[src/rtl/tqvp_add_seq.sv]
// ---------------------------------------------------------------------------
// tqvp_add_seq -- memory-mapped add sequencer for the TinyQV peripheral bus.
//
// The CPU queues 16+16-bit operand pairs into a 4-entry job FIFO. A small FSM
// feeds one job at a time through a shared nibble-serial adder (4 nibble
// cycles per job). Each 17-bit sum lands in a 4-entry result FIFO, which the
// CPU pops by reading RESULT. An interrupt is raised while results are pending.
//
// Register map (byte address):
//   0x00 JOB    W: 32-bit write pushes {b[31:16], a[15:0]}; narrower writes
//               are ignored. Reads 0.
//   0x04 RESULT R: {15'h0, sum[16:0]} of the result FIFO head; a read strobe
//               pops it. An empty read returns 0 and sets err_udf.
//   0x08 STATUS R: [2:0] job_count, [6:4] res_count, [8] busy, [9] err_ovf,
//               [10] err_udf, [16] irq_en.
//   0x0C CTRL   W: [0] irq_en, [1] clear errors, [2] flush. R: {31'h0, irq_en}.
//
// Ports:
//   clk             project clock
//   rst             asynchronous, active-high reset
//   address[5:0]    register select
//   data_in[31:0]   write data
//   data_write_n    11 none, 00 8-bit, 01 16-bit, 10 32-bit
//   data_read_n     11 none, otherwise a one-cycle read strobe
//   data_out[31:0]  read data, combinational from address
//   data_ready      always 1; every access completes in one cycle
//   user_interrupt  irq_en AND result FIFO non-empty
// ---------------------------------------------------------------------------
module tqvp_add_seq (
    input  logic        clk,
    input  logic        rst,
    input  logic [5:0]  address,
    input  logic [31:0] data_in,
    input  logic [1:0]  data_write_n,
    input  logic [1:0]  data_read_n,
    output logic [31:0] data_out,
    output logic        data_ready,
    output logic        user_interrupt
);

    localparam logic [5:0] ADDR_JOB    = 6'h00;
    localparam logic [5:0] ADDR_RESULT = 6'h04;
    localparam logic [5:0] ADDR_STATUS = 6'h08;
    localparam logic [5:0] ADDR_CTRL   = 6'h0C;

    typedef enum logic [1:0] {
        ST_IDLE = 2'd0,
        ST_ADD  = 2'd1,
        ST_DONE = 2'd2
    } state_t;

    state_t      state, state_next;

    // Job FIFO: {b, a} operand pairs.
    logic [31:0] job_mem [4];
    logic [1:0]  job_wr_ptr, job_rd_ptr;
    logic [2:0]  job_count;

    // Result FIFO: 17-bit sums.
    logic [16:0] res_mem [4];
    logic [1:0]  res_wr_ptr, res_rd_ptr;
    logic [2:0]  res_count;

    // Serial adder datapath.
    logic [15:0] op_a, op_b, sum_s;
    logic        carry;
    logic [1:0]  nib;
    logic [4:0]  nib_sum;

    logic        irq_en, err_ovf, err_udf;

    logic        job_wr, ctrl_wr, res_rd, flush, err_clr;
    logic        job_full, job_empty, res_full, res_empty;
    logic        job_push, job_pop, res_push, res_pop;
    logic        ovf_set, udf_set;
    logic [31:0] job_head;

    // ------------------------------------------------------------------
    // Bus decode
    // ------------------------------------------------------------------
    assign job_wr  = (data_write_n == 2'b10) && (address == ADDR_JOB);
    assign ctrl_wr = (data_write_n != 2'b11) && (address == ADDR_CTRL);
    assign res_rd  = (data_read_n  != 2'b11) && (address == ADDR_RESULT);
    assign flush   = ctrl_wr && data_in[2];
    assign err_clr = ctrl_wr && data_in[1];

    assign job_full  = (job_count == 3'd4);
    assign job_empty = (job_count == 3'd0);
    assign res_full  = (res_count == 3'd4);
    assign res_empty = (res_count == 3'd0);

    // Flush wins over every same-cycle push, pop and error set.
    assign job_push = job_wr && !job_full  && !flush;
    assign ovf_set  = job_wr &&  job_full  && !flush;
    assign res_pop  = res_rd && !res_empty && !flush;
    assign udf_set  = res_rd &&  res_empty && !flush;
    assign res_push = (state == ST_DONE) && !flush;

    assign job_head = job_mem[job_rd_ptr];

    // ------------------------------------------------------------------
    // FSM
    // ------------------------------------------------------------------
    // NOTE: state and all other flops use non-blocking assignments so every
    // register samples pre-edge values regardless of block ordering.
    always_ff @(posedge clk or posedge rst) begin
        if (rst) state <= ST_IDLE;
        else     state <= state_next;
    end

    // A job may only start from IDLE, where nothing is in flight, so a free
    // result slot is guaranteed by res_count < 4 alone.
    // NOTE: every output of this block gets a default first, so no path can
    // leave a value unassigned and infer a latch.
    always_comb begin
        state_next = state;
        job_pop    = 1'b0;
        case (state)
            ST_IDLE: begin
                if (!job_empty && !res_full) begin
                    state_next = ST_ADD;
                    job_pop    = 1'b1;
                end
            end
            ST_ADD:  if (nib == 2'd3) state_next = ST_DONE;
            ST_DONE: state_next = ST_IDLE;
            default: state_next = ST_IDLE;
        endcase
        if (flush) begin
            state_next = ST_IDLE;
            job_pop    = 1'b0;
        end
    end

    // ------------------------------------------------------------------
    // Nibble-serial adder: low nibble first, sum shifted in from the top.
    // ------------------------------------------------------------------
    assign nib_sum = {1'b0, op_a[3:0]} + {1'b0, op_b[3:0]} + {4'b0, carry};

    always_ff @(posedge clk or posedge rst) begin
        if (rst) begin
            op_a  <= '0;
            op_b  <= '0;
            sum_s <= '0;
            carry <= 1'b0;
            nib   <= '0;
        end else if (job_pop) begin
            op_a  <= job_head[15:0];
            op_b  <= job_head[31:16];
            carry <= 1'b0;
            nib   <= '0;
        end else if (state == ST_ADD) begin
            sum_s <= {nib_sum[3:0], sum_s[15:4]};
            op_a  <= {4'h0, op_a[15:4]};
            op_b  <= {4'h0, op_b[15:4]};
            carry <= nib_sum[4];
            nib   <= nib + 2'd1;
        end
    end

    // ------------------------------------------------------------------
    // FIFO storage
    // ------------------------------------------------------------------
    // NOTE: the storage arrays carry no reset; an entry is only ever read
    // after it was written, and RESULT reads are gated by res_empty.
    always_ff @(posedge clk) begin
        if (job_push) job_mem[job_wr_ptr] <= data_in;
        if (res_push) res_mem[res_wr_ptr] <= {carry, sum_s};
    end

    always_ff @(posedge clk or posedge rst) begin
        if (rst) begin
            job_wr_ptr <= '0;
            job_rd_ptr <= '0;
            job_count  <= '0;
        end else if (flush) begin
            job_wr_ptr <= '0;
            job_rd_ptr <= '0;
            job_count  <= '0;
        end else begin
            if (job_push) job_wr_ptr <= job_wr_ptr + 2'd1;
            if (job_pop)  job_rd_ptr <= job_rd_ptr + 2'd1;
            case ({job_push, job_pop})
                2'b10:   job_count <= job_count + 3'd1;
                2'b01:   job_count <= job_count - 3'd1;
                default: job_count <= job_count;
            endcase
        end
    end

    always_ff @(posedge clk or posedge rst) begin
        if (rst) begin
            res_wr_ptr <= '0;
            res_rd_ptr <= '0;
            res_count  <= '0;
        end else if (flush) begin
            res_wr_ptr <= '0;
            res_rd_ptr <= '0;
            res_count  <= '0;
        end else begin
            if (res_push) res_wr_ptr <= res_wr_ptr + 2'd1;
            if (res_pop)  res_rd_ptr <= res_rd_ptr + 2'd1;
            case ({res_push, res_pop})
                2'b10:   res_count <= res_count + 3'd1;
                2'b01:   res_count <= res_count - 3'd1;
                default: res_count <= res_count;
            endcase
        end
    end

    // ------------------------------------------------------------------
    // Control and error flags
    // ------------------------------------------------------------------
    // A clear and a new error in the same cycle leave the flag set.
    always_ff @(posedge clk or posedge rst) begin
        if (rst) begin
            irq_en  <= 1'b0;
            err_ovf <= 1'b0;
            err_udf <= 1'b0;
        end else begin
            if (ctrl_wr) irq_en <= data_in[0];
            err_ovf <= (err_ovf && !err_clr) || ovf_set;
            err_udf <= (err_udf && !err_clr) || udf_set;
        end
    end

    // ------------------------------------------------------------------
    // Read mux and outputs
    // ------------------------------------------------------------------
    always_comb begin
        data_out = '0;
        case (address)
            ADDR_RESULT: if (!res_empty) data_out = {15'h0, res_mem[res_rd_ptr]};
            ADDR_STATUS: data_out = {15'h0, irq_en, 5'h0, err_udf, err_ovf,
                                     (state != ST_IDLE), 1'b0, res_count,
                                     1'b0, job_count};
            ADDR_CTRL:   data_out = {31'h0, irq_en};
            default:     data_out = '0;
        endcase
    end

    assign data_ready     = 1'b1;
    assign user_interrupt = irq_en && !res_empty;

endmodule

[config.mk]
export PLATFORM = sky130hd
export DESIGN_NAME = tqvp_add_seq
export DESIGN_NICKNAME = d
export VERILOG_FILES = /design/src/rtl/tqvp_add_seq.sv
export SDC_FILE = /design/constraint.sdc
export NUM_CORES = 1
export LEC_CHECK = 0
export CORE_UTILIZATION = 58
export DETAILED_ROUTE_END_ITERATION = 10
export PLACE_DENSITY = 0.79
export SLEW_MARGIN = 20
export SYNTH_ARGS = -nofsm -noshare
export SYNTH_HDL_FRONTEND = slang
export SYNTH_SLANG_ARGS = --single-unit
[constraint.sdc]
create_clock -name clk -period 3.5 [get_ports clk]
set_input_delay 1.05 -clock clk [delete_from_list [all_inputs] [get_ports clk]]
set_output_delay 1.05 -clock clk [all_outputs]
set_load 0.005 [all_outputs]
# After elaboration in Yosys (flattened, before gate mapping)
# Memories as Yosys holds them, arrays and structs flattened.
# Cells that the tools add are included.
# Widths: inputs -> output; s select.
[totals]
reg_bits = 70
n_memories = 2
mem_bits_rw = 196
in_bits = 44
[op_classes]
n_mux = 33
n_eq_ne = 17
n_bitwise = 1
add_sub_neg = 11
reduce_logical = 40
[mem_list]
columns = ["name", "depth", "word_bits", "read_ports", "rd_clocked_by_memory_dff", "write_ports", "line", "rtl"]
rows = [
  ["job_mem", 4, 32, 1, 0, 1, "55", "logic [31:0] job_mem [4];"],
  ["res_mem", 4, 17, 1, 0, 1, "60", "logic [16:0] res_mem [4];"],
]
[ops]
columns = ["cell", "n"]
rows = [
  ["$pmux 32 s3", 1],
  ["$mux 16", 4],
  ["$mux 2", 13],
  ["$logic_and 1x1->1", 18],
  ["$mux 17", 1],
  ["$eq 6x4->1 const B", 2],
  ["$pmux 3 s2", 2],
  ["$reduce_bool 2->1", 6],
  ["$add 2x1->2 const B", 5],
  ["$eq 2x2->1 const B", 5],
  ["$mux 1", 9],
  ["$add 3x1->3 const B", 2],
  ["$eq 2x1->1 const B", 3],
  ["$eq 3x3->1 const B", 2],
  ["$eq 6x3->1 const B", 1],
  ["$logic_not 1->1", 6],
  ["$logic_not 3->1", 2],
  ["$logic_not 6->1", 1],
  ["$mux 3", 2],
  ["$ne 3x3->1 const B", 2],
  ["$reduce_bool 3->1", 2],
  ["$sub 3x1->3 const B", 2],
  ["$add 4x4->5", 1],
  ["$add 5x1->5", 1],
  ["6 further kinds", 9],
]

# Logic depth before layout (Yosys ltp)
[depth]
ltp_word = 9
ltp_mapped = 10

# Least setup slack after synthesis
# OpenSTA, ideal clock, no wires.
[synth_path]
kind = "input port to output port"
from = "in address[2]"
to = "out data_out[5]"
path_buffers = 3
t_arrival_ns = 2.321
slack_ns = 0.129
cell_stages = 6
cell_sequence = "buf_2 -> nor2b_1 -> and3_1 -> clkbuf_1 -> clkbuf_1 -> a22o_1"
[synth_between]
elab_chain_cells = 2
elab_cells_between_ends = 4
classes_between = "eq/ne: 3; mux: 1"
[synth_lines]
columns = ["item", "line", "rtl"]
rows = [
  ["from (decl)", "32", "input logic [5:0] address,"],
  ["$eq 6x4->1 or $eq 6x3->1 (tied branches)", "232", "case (address)"],
  ["$pmux 32 s3 (*)", "232", ""],
  ["to (decl)", "36", "output logic [31:0] data_out,"],
]
# Mark *: on every way between the ends. The rest lies on a longest branch, timed or not.

# Worst setup path in the final report
[layout_path]
from = "in address[5]"
to = "out data_out[2]"
# The elaborated chain is that of the path after synthesis.

==> qor.yml <==
run_status: "finished with violations"
synth_common_cells: "196 x edfxtp_1, 70 x dfrtp_1, 69 x nand2_1"
rows: 49
reg2reg_depth: 8
design_area_mm2: 0.0128
synth-seq-cells: 266
wl_per_cell_um: 20.9
hold_violations: 0
setup_violations: 0
cts_max_level: 1
rsz0062_at_grt: "no"
yosysSeqAreaShare_pct: 70.1
initial_core_util_pct: 59.8
core_mm2: 0.0182
routed_via_density: 5.94
cpPeakStageDelay_ps: 250
place_hpwl_um: 12900
drc_errors: 7
p_seq_share_pct: 44.9
die_x_um: 139
grt_pass1_wl_um: 33700
synth.top_cell.area_share_pct: 54.0
fin_util_pct: 70.5
crit_path_end_kind: "primary output"
cpLargestDelayFamily: "buffers and inverters"
antenna_found_initial: 0
intPower_mw: 6.86
cp-start-kind: "input port"
slew_viol_final: 0
fmax_mhz: 292
swShare_pct: 29.2
comb_power_share_pct: 25.1
cts_buffer_depth: 3
m1WireLength_um: 8380
synthDistinctLibCells: 50
violations: "design-rule violations"
antennaDiodeCount: 0
power.density_mw_per_mm2: 754
initialDrtViolationCount: 470
drtAntennaViolNets: 0
max-cap-violations: 0
areaGrowthSynthToFinish_pct: 17.9
power_switching_mw: 2.83
vias: 5984
hold_path_class: "reg -> reg"
slew_headroom_pct: 43.5
nets: 819
avgSynthCellArea_um2: 16.4
placed_cell_area_mm2: 0.0119
top_layer: "met4"
cts_buffers: 26
cp.depth: 8
cts_tree: "built"
chipHeight_um: 139
synth_area_leaders: "edfxtp_1 54%, dfrtp_1 16%, mux4_2 10%"
fin_crit_ps: 3420
crit_type: "in -> out"
synth.most_common_cell: "edfxtp_1"
synth_warnings: 0
synth-main-ff-cell: "edfxtp_1"
tightestPinTransition_ps: 846
wl_met2_um: 11100
drt-total-wl_um: 21100
finalWeightedCongestion: 0.831
critPathSlowestCell: "and3_4"
hold_buffers: 0
clkPwrFrac_pct: 30.0
path_clk_slew_ps: 60
worst_skew_pair.late_latency_ps: 520
critPathMaxFanout: 5
port_buffers: 61
grt_pass1_vias: 6244
postSynthCellCount: 666
critPathRequiredTime_ps: 2450
finalPower_mw: 9.68
leakage_nw: 4.85
die_area_mm2: 0.0193
dr.pass1.iters: 8
netlist_area_mm2: 0.0109
cts_root_buf: "clkbuf_16"
grt_max_degree: 41
synth_edf_count: 196
async_flop_share_pct: 26.3
grt.overflow.total: 0
cts.sinks: 266
worstHoldPathCells: 2
cp_cell_sequence: "dlygate4sd2_1 -> nor4_2 -> buf_4 -> and3_4 -> buf_12 -> buf_6 -> a22o_1 -> buf_2"
finalCritPeriodShare_pct: 97.7
ir_worst_vdd_mv: 0.431
skew_ps: 6.82
grt_usage_pct: 22.8
cp_num_buf_inv: 5
drive_gt1_share_pct: 21.2
yosys.area.top_type: "edfxtp_1"
crit_arrival_ps: 2370
dr_wl_met3_um: 1000
ioPinCount: 78
[cell usage in the layout (no fill, tap or decap), types with 4 or more instances in the layout]
cell               n
buf_2             12
conb_1            16
o31ai_1            4
and2_1            22
a21oi_1            9
clkinv_2           5
inv_1             12
dfrtp_1           69
a221o_1           10
nand3_1           24
clkbuf_16         27
edfxtp_1         196
dlygate4sd2_1      6
o21ai_0           31
buf_6              4
xnor2_1            4
fa_1               4
clkbuf_2           4
a22o_1             9
nand2_1           68
and3_1             8
mux2i_1           16
ha_1              12
buf_4             34
clkdlybuf4s50_1   38
buf_12             7
bufinv_16          5
nor2_1            12
nand2b_1           5
nand4_1            5
mux4_2            49
clkbuf_1           4
clkinv_1           4
[worst reg2reg max path, delay by kind of cell, from the launching register on]
| family | cells | cell delay [ps] |
|---|---|---|
| muxes | 1 | 200 |
| AOI/OAI and AO/OA | 1 | 210 |
| DFF | 1 | 460 |
| adders and majority gates | 1 | 380 |
| and+or+nand+nor | 5 | 1050 |
[kinds of logic after synthesis]
family / count (synthesis) / share of synthesized area [%]
buf+inv: 68 / 3.19
compound gates: 77 / 4.81
flops: 266 / 70.1
fa+ha+maj: 16 / 2.11
xor+xnor: 6 / 0.482
other cells: 2 / 0.0689
simple gates: 165 / 7.51
mux: 66 / 11.7
[registers in the layout, indices dropped and copies added (netlist names)]
register    cells
carry           1
err_ovf         1
err_udf         1
irq_en          1
job_count       3
job_mem       128
job_rd_ptr      2
job_wr_ptr      2
nib             2
op_a           16
op_b           16
res_count       3
res_mem        68
res_rd_ptr      2
res_wr_ptr      2
state           2
sum_s          16
[power by group through the flow]
stage               registers (mW)  clock network [mW]  logic [mW]
floorplan                     4.14                   0        2.00
global placement              4.36                   0        2.34
detailed placement            4.41                   0        2.42
CTS                           4.35                2.95        2.46
global route                  4.41                3.07        2.67
finish                        4.35                2.90        2.43
[per-stage QoR]
step	hold WS [ps]	worst slack [ps]	std cells	setup TNS, ps
after global placement	476	-483	949	-7740
after CTS	508	-3.10	1010	-3.10
after detailed placement	494	-511	949	-8080
after global routing	538	10.9	1008	0
final	506	79.0	1008	0
after floorplan	450	129	680	0
[layout make-up]
cell class	instances	area [um^2]
multi-input combinational	346	3000
timing repair buffer	106	963
clock buffer	32	704
sequential	266	7640
inverter	13	48.8
fill	1128	5360
clock inverter	16	205
tap	229	287
[worst paths after layout]
check                                          from                  endpoint  slack [ps]
max                                      address[5]               data_out[2]          80
min                               err_udf$_DFF_PP0_         err_udf$_DFF_PP0_         510
max reg2reg                res_count[0]$_DFFE_PP0P_  job_count[2]$_DFFE_PP0P_        1120
min reg2reg                       err_udf$_DFF_PP0_         err_udf$_DFF_PP0_         510
max in group asynchronous                       rst      sum_s[1]$_DFFE_PP0P_        1790
min in group asynchronous                       rst      sum_s[8]$_DFFE_PP0P_        1020
[metal layers]
layer	global-route usage, %	up-vias
li1	-	2697
met1	28.7	3069
met2	41.3	174
met3	3.00	44
met4	7.25	0
met5	0	-
[what timing repair did]
item                                    in CTS  in global routing
pin swaps                                    5                  2
gates cloned                                 1                  0
gates resized for setup                     74                  4
setup buffers                               12                  1
endpoints found under the setup margin      17                  8
(Power assumes the default switching activity.)
